File: src/rtl/hamming_tx.sv
// hamming_tx: Hamming(7,4) encoder and bit-serial transmitter; define HAMMING_TX_ERR_INJECT_EN for inj_en/inj_pos error injection
module hamming_tx #(
  parameter int LSB_FIRST = 1,
  parameter int IDLE_GAP = 0
) (
  input  logic       clk,
  input  logic       rst_n,
  input  logic [3:0] d_in,
  input  logic       in_valid,
`ifdef HAMMING_TX_ERR_INJECT_EN
  input  logic       inj_en,
  input  logic [2:0] inj_pos,
`endif
  output logic       in_ready,
  output logic       tx_bit,
  output logic       tx_valid,
  output logic       tx_start,
  output logic       tx_done,
  output logic [6:0] code_out,
  output logic       busy
);
  typedef enum logic [1:0] {IDLE, SHIFT, GAP} state_t;
  state_t state, nxt;
  logic [2:0] cnt;
  logic [3:0] gcnt;
  logic [6:0] sr, cw, load, flip;
  logic acc, last;
  assign last = state == SHIFT && cnt == 3'd6;
  assign acc = in_valid && in_ready;
`ifdef HAMMING_TX_ERR_INJECT_EN
  assign flip = inj_en && inj_pos != 3'd0 ? 7'd1 << (inj_pos - 3'd1) : 7'd0;
`else
  assign flip = 7'd0;
`endif
  assign cw = {d_in[3:1], ^d_in[3:1], d_in[0], d_in[3] ^ d_in[2] ^ d_in[0], d_in[3] ^ d_in[1] ^ d_in[0]} ^ flip;
  // shift register is preloaded in transmit order so tx_bit is always sr[0]
  assign load = LSB_FIRST != 0 ? cw : {cw[0], cw[1], cw[2], cw[3], cw[4], cw[5], cw[6]};
  assign tx_bit = sr[0];
  always_ff @(posedge clk or negedge rst_n)
    if (!rst_n) state <= IDLE;
    else state <= nxt;
  always_comb
    nxt = state == IDLE ? (acc ? SHIFT : IDLE)
        : state == SHIFT ? (!last || acc ? SHIFT : IDLE_GAP > 0 ? GAP : IDLE)
        : state == GAP ? (gcnt == 4'(IDLE_GAP - 1) ? IDLE : GAP)
        : IDLE;
  always_comb begin
    in_ready = state == IDLE || (IDLE_GAP == 0 && last);
    tx_valid = state == SHIFT;
    tx_start = state == SHIFT && cnt == 3'd0;
    tx_done = last;
    busy = state != IDLE;
  end
  always_ff @(posedge clk or negedge rst_n)
    if (!rst_n) begin
      cnt <= 3'd0;
      gcnt <= 4'd0;
      sr <= 7'd0;
      code_out <= 7'd0;
    end else begin
      cnt <= acc || last ? 3'd0 : state == SHIFT ? cnt + 3'd1 : cnt;
      gcnt <= state == GAP ? gcnt + 4'd1 : 4'd0;
      sr <= acc ? load : sr >> 1;
      if (acc) code_out <= cw;
    end
endmodule

File: config.mk
export PLATFORM = sky130hd
export DESIGN_NAME = hamming_tx
export DESIGN_NICKNAME = d
export VERILOG_FILES = /design/src/rtl/hamming_tx.sv
export SDC_FILE = /design/constraint.sdc
export NUM_CORES = 1
export LEC_CHECK = 0
export BUFFER_PORTS_ARGS = -buffer_cell sky130_fd_sc_hd__buf_2
export CORE_ASPECT_RATIO = 0.8
export CORE_MARGIN = 5
export CORE_UTILIZATION = 50
export CTS_CLUSTER_SIZE = 10
export DETAILED_ROUTE_END_ITERATION = 7
export PLACE_DENSITY = 0.77
export SKIP_LAST_GASP = 1
export SLEW_MARGIN = 20
export SYNTH_ARGS = -nofsm -noshare
export SYNTH_HDL_FRONTEND = slang
export SYNTH_SLANG_ARGS = --single-unit
File: constraint.sdc
create_clock -name clk -period 2.9 [get_ports clk]
set_input_delay 0.145 -clock clk [delete_from_list [all_inputs] [get_ports clk]]
set_output_delay 0.145 -clock clk [all_outputs]
set_load 0.01 [all_outputs]
After elaboration in Yosys (flattened, before gate mapping)
Index checks and enable logic that the tools add are counted.
Operators by class
  $add $sub $neg: 2
  mux-type cells: 10
  bitwise gates (word level): 4
  equality and inequality tests: 4
  reduce and logical (&&, ||, !) cells: 12
Operators by type and width (number)
  $mux 2: 4
  $mux 7: 1
  $mux 3: 2
  $add 4x1->4 const B: 1
  $eq 4x4->1 const B: 1
  $mux 4: 1
  $reduce_bool 2->1: 2
  $xor 1x1->1: 4
  $add 3x1->3 const B: 1
  $eq 3x3->1 const B: 1
  $logic_and 1x1->1: 3
  $logic_not 3->1: 1
  $logic_or 1x1->1: 3
  $reduce_xor 3->1: 1
  $eq 2x1->1 const B: 1
  $eq 2x2->1 const B: 1
  $logic_not 2->1: 1
  $mux 1: 2
  $logic_not 1->1: 1
Storage, ports and cells
  output and inout port bits: 13
  flip-flop bits (word level): 23
  word-level logic and storage cells: 37

Longest topological paths before layout
  depth in word-level cells: 8
  depth in mapped cells: 6
  mapped depth without buffers: 5

Worst setup path after synthesis
Ideal clock, no wire load.
  path type: register to register
  start: reg cnt[0]
  end: reg code_out[3]
  arrival: 1.430 ns
  period minus slack after synthesis: 1.555 ns
  stages on the path, launching flop included: 7
  data required time: 2.775 ns
  setup time: 0.125 ns
  slack: 1.345 ns
  path through: dfrtp_1 inv_1 ha_1 nand2_2 a21oi_4 buf_12 mux2_4
On the way
  cells in the longest elaborated chain, start to end: 4
Ends and longest elaborated chain
  from (decl): RTL line 24  | logic [2:0] cnt;
  from (signal assigned): RTL line 61  | cnt <= acc || last ? 3'd0 : state == SHIFT ? cnt + 3'd1 : cnt;
  $eq 3x3->1: RTL line 28  | assign last = state == SHIFT && cnt == 3'd6;
  $logic_and 1x1->1: RTL line 28
  $logic_or 1x1->1: RTL line 48  | in_ready = state == IDLE || (IDLE_GAP == 0 && last);
  $logic_and 1x1->1: RTL line 29  | assign acc = in_valid && in_ready;
  to (signal assigned): RTL line 64  | if (acc) code_out <= cw;
  to (decl): RTL line 19  | output logic [6:0] code_out,
No other way between the ends.
A chain may end at the register's enable or synchronous reset.

Worst setup path after layout
  start: reg cnt[0]
  end: reg code_out[1]
The elaborated chain is that of the path after synthesis.

==> results.md <==
- R2r setup slk: 1.05 ns
- Dpl cell area: 1170 um^2
- Critical path type: flop to flop
- CTS tree: built
- Post-Route WL: 1720 um
- Commonest non-fill, non-tap cell in the layout: dfrtp_1
- Tcrit/Tclk final: 63.8%
- Layout cells sized above 1: 38.6%
- # Max-Cap Violations: 0
- Largest net degree at the start of global routing: 24
- Slew margin rel.: roughly 63%
- Slew Limit Fails: 0
- Drt wl/cell: 13.7 um
- Aggregate global routing overflow: 0
- Hold wc startpoint: d_in[2]
- Yosys reg bits: 23
- # port buffers: 19
- Placed Cells: 121
- Reg2Reg Depth: 5
- Hold WC Path Type: input port to flop
- Outcome: completed
- Non-Filler Instances: 126
- DRC viols: 0
- Vias in the first global route: 677
- Delay-heaviest family, CP: compound AO/OA/AOI/OAI gates
- Final setup fails: 0
- Placer Congestion: 0.731
- Skew final: approximately 0.0094 ns
- Clk slew on worst S/H paths: 0.13 ns
- Avg Inst Size Synth: approximately 14 um^2
- Hold-critical path endpoint: sr[5]
- Total CTS buffers: 3
- Synthesis-to-layout area growth: 13.8%
- Leak: 0.000589 uW
- Starting Density: roughly half
- CTS hold repair buffers: 1
- Minimum clock period after layout: 1.85 ns
- PwrDens: 886 nW/um^2
- Syn Nets: 89
- CP Data Arrival Time: 2.07 ns
- Nets@finish: 113
- Tot GR Track Use: 14.0%
- Multiplexer area fraction after synthesis: 16.9%
- Reg-to-reg startpoint: cnt[0]
- F_max: 540 MHz
- CP max stage delay: 0.50 ns
- H-tree depth: 1
- Vias per cell: 5.06
- Iter 0 DRT Violations: 12
- Final instance area: 1210 um^2
- Dpl hpwl: about 1300 um
- IO Pins: 20
- FF-to-FF End: code_out[1]
- RSZ-0062 raised after global routing: false
- Synth Area in Compound Gates: 6.82%
- Fin. Hold Viols: 0
- DRT antenna net count: 0
- Chip height: just over 50 um
- Unique cell type count in the Yosys netlist: 25
- Hold Crit Depth: 2
- Cell area after synthesis: 1060 um^2
- Worst-Margin Slew: 0.557 ns
- Core ar.: about 2100 um^2
- Buf+Inv Stages, Crit Path: 1
- Post-synthesis sequential area ratio: between 50% and 60%
- Commonest non-fill, non-tap cells in the layout: 23 x dfrtp_1, 19 x buf_2, 9 x mux2_4, 7 x nor2_1, 6 x xnor2_1
- CP Cell Sequence: inv_1 -> ha_1 -> nand2_2 -> a21oi_4 -> mux2_2
- Crit path max-delay cell type: a21oi_4
- Via count: 637
- Post-Synth Adder-Cell Area: 4.71%
- Crit end category: flop
- Max Root-Sink Buffers: 2
- Largest family of logic cells by synthesized area: multiplexers
- 1st-pass router iterations: 4
- Clock insertion delay at the later pin of the skew report: 0.32 ns
- Num rows: 15
- Simple-gate share of the synthesized area: 8.71%
- Root Buffer: clkbuf_4
- Max VDD drop: 0.000534 V
- Die X: 61.6 um
- First-pass GRT wire length: 3170 um
- Worst endpoint required time: roughly 3.1 ns
- Post-CTS setup buffer count: 0
- Clock sink count: 23
- Setup TNS: 0 ns
- Worst setup SP type: flop
- Crit-path max FO: 14
- Die ar.: 3160 um^2
- Synth Area in XOR/XNOR: 5.76%
- Antenna violations before repair: 0
- Post-CTS sizing: 0
- Antenna cells: 0
- Ys Warns: 0
- Cells after Synth: between 70 and 80
-- flip-flops by register name, summed over array words and instances, names as in the netlist --
| name | flops |
|---|---|
| cnt | 3 |
| sr | 7 |
| state | 2 |
| code_out | 7 |
| gcnt | 4 |
-- worst max path at each step --
stage          startpoint     endpoint  slack [ns]  cells after the start
2_1_floorplan      cnt[0]  code_out[3]        1.35                      6
3_3_place_gp       cnt[0]  code_out[0]        1.14                      5
3_5_place_dp       cnt[0]  code_out[6]        1.08                      5
4_1_cts            cnt[0]  code_out[1]        1.04                      5
5_1_grt            cnt[0]  code_out[0]        0.91                      5
6_report           cnt[0]  code_out[1]        1.05                      5
-- report_power, final --
group / switching (uW) / internal, uW
sequential: 62.9 / 425
clock: 101 / 52.8
combinational: 189 / 241
total: 354 / 719
-- layout make-up --
type	count	area, um^2
clock buffers	3	22.5
inverters	3	11.3
well taps	25	31.3
flip-flops and latches	23	576
multi-input cells	51	457
repair buffers	20	105
fillers	178	873
clock inverters	1	7.51
-- routing by layer --
layer,GRT usage [%],wire (um)
met1,17.6,770
met2,20.9,805
met3,6.06,112
met4,5.30,35
met5,0,0
-- cells by family (layout without fill, tap and decap cells) --
logic type | Yosys count | in the layout
adder cells (fa/ha/maj) | 4 | 4
multiplexers | 13 | 13
flip-flops | 23 | 23
AND/OR/NAND/NOR | 18 | 18
buffers and inverters | 4 | 27
XOR/XNOR | 7 | 7
AO/OA/AOI/OAI | 9 | 9
-- cells in the mapped netlist --
cell	instances	share of area (%)
and3b_1	1	0.82
a31oi_1	1	0.59
a21oi_1	2	0.94
a32o_1	1	0.94
a21oi_4	1	1.5
buf_12	1	1.9
xnor2_1	6	4.9
inv_1	3	1.1
or2_2	1	0.59
ha_1	4	4.7
nand2_1	2	0.71
a22o_1	2	1.6
o21ai_0	1	0.47
dfrtp_1	23	54
nor2_1	7	2.5
nand2_2	1	0.59
and3_1	1	0.59
mux2_4	9	13
nand2b_1	2	1.2
and2_1	1	0.59
xor2_1	1	0.82
o21bai_1	1	0.71
mux2_2	4	4.2
nand3_1	1	0.47
and2b_1	1	0.71
-- per-stage QoR --
stage               power (uW)  utilization (%)  worst slack, ns  hold slack (ns)
CTS                       1090             58.1             1.04           0.0727
global route              1160             58.1            0.914           0.0632
finish                    1070             58.1             1.05           0.0859
detailed placement         928             56.2             1.08            0.145
floorplan                  796                -             1.35           -0.151
global placement           906             56.2             1.14            0.135
-- worst reg2reg max path, delay by kind of cell, from the launching register on --
kind                       cells  cell delay (ns)
AOI/OAI and AO/OA              1             0.50
DFF                            1             0.43
muxes                          1             0.40
adders and majority gates      1             0.21
and+or+nand+nor                1             0.12
buffers and inverters          1             0.09
Power figures use the tool's default switching activity.
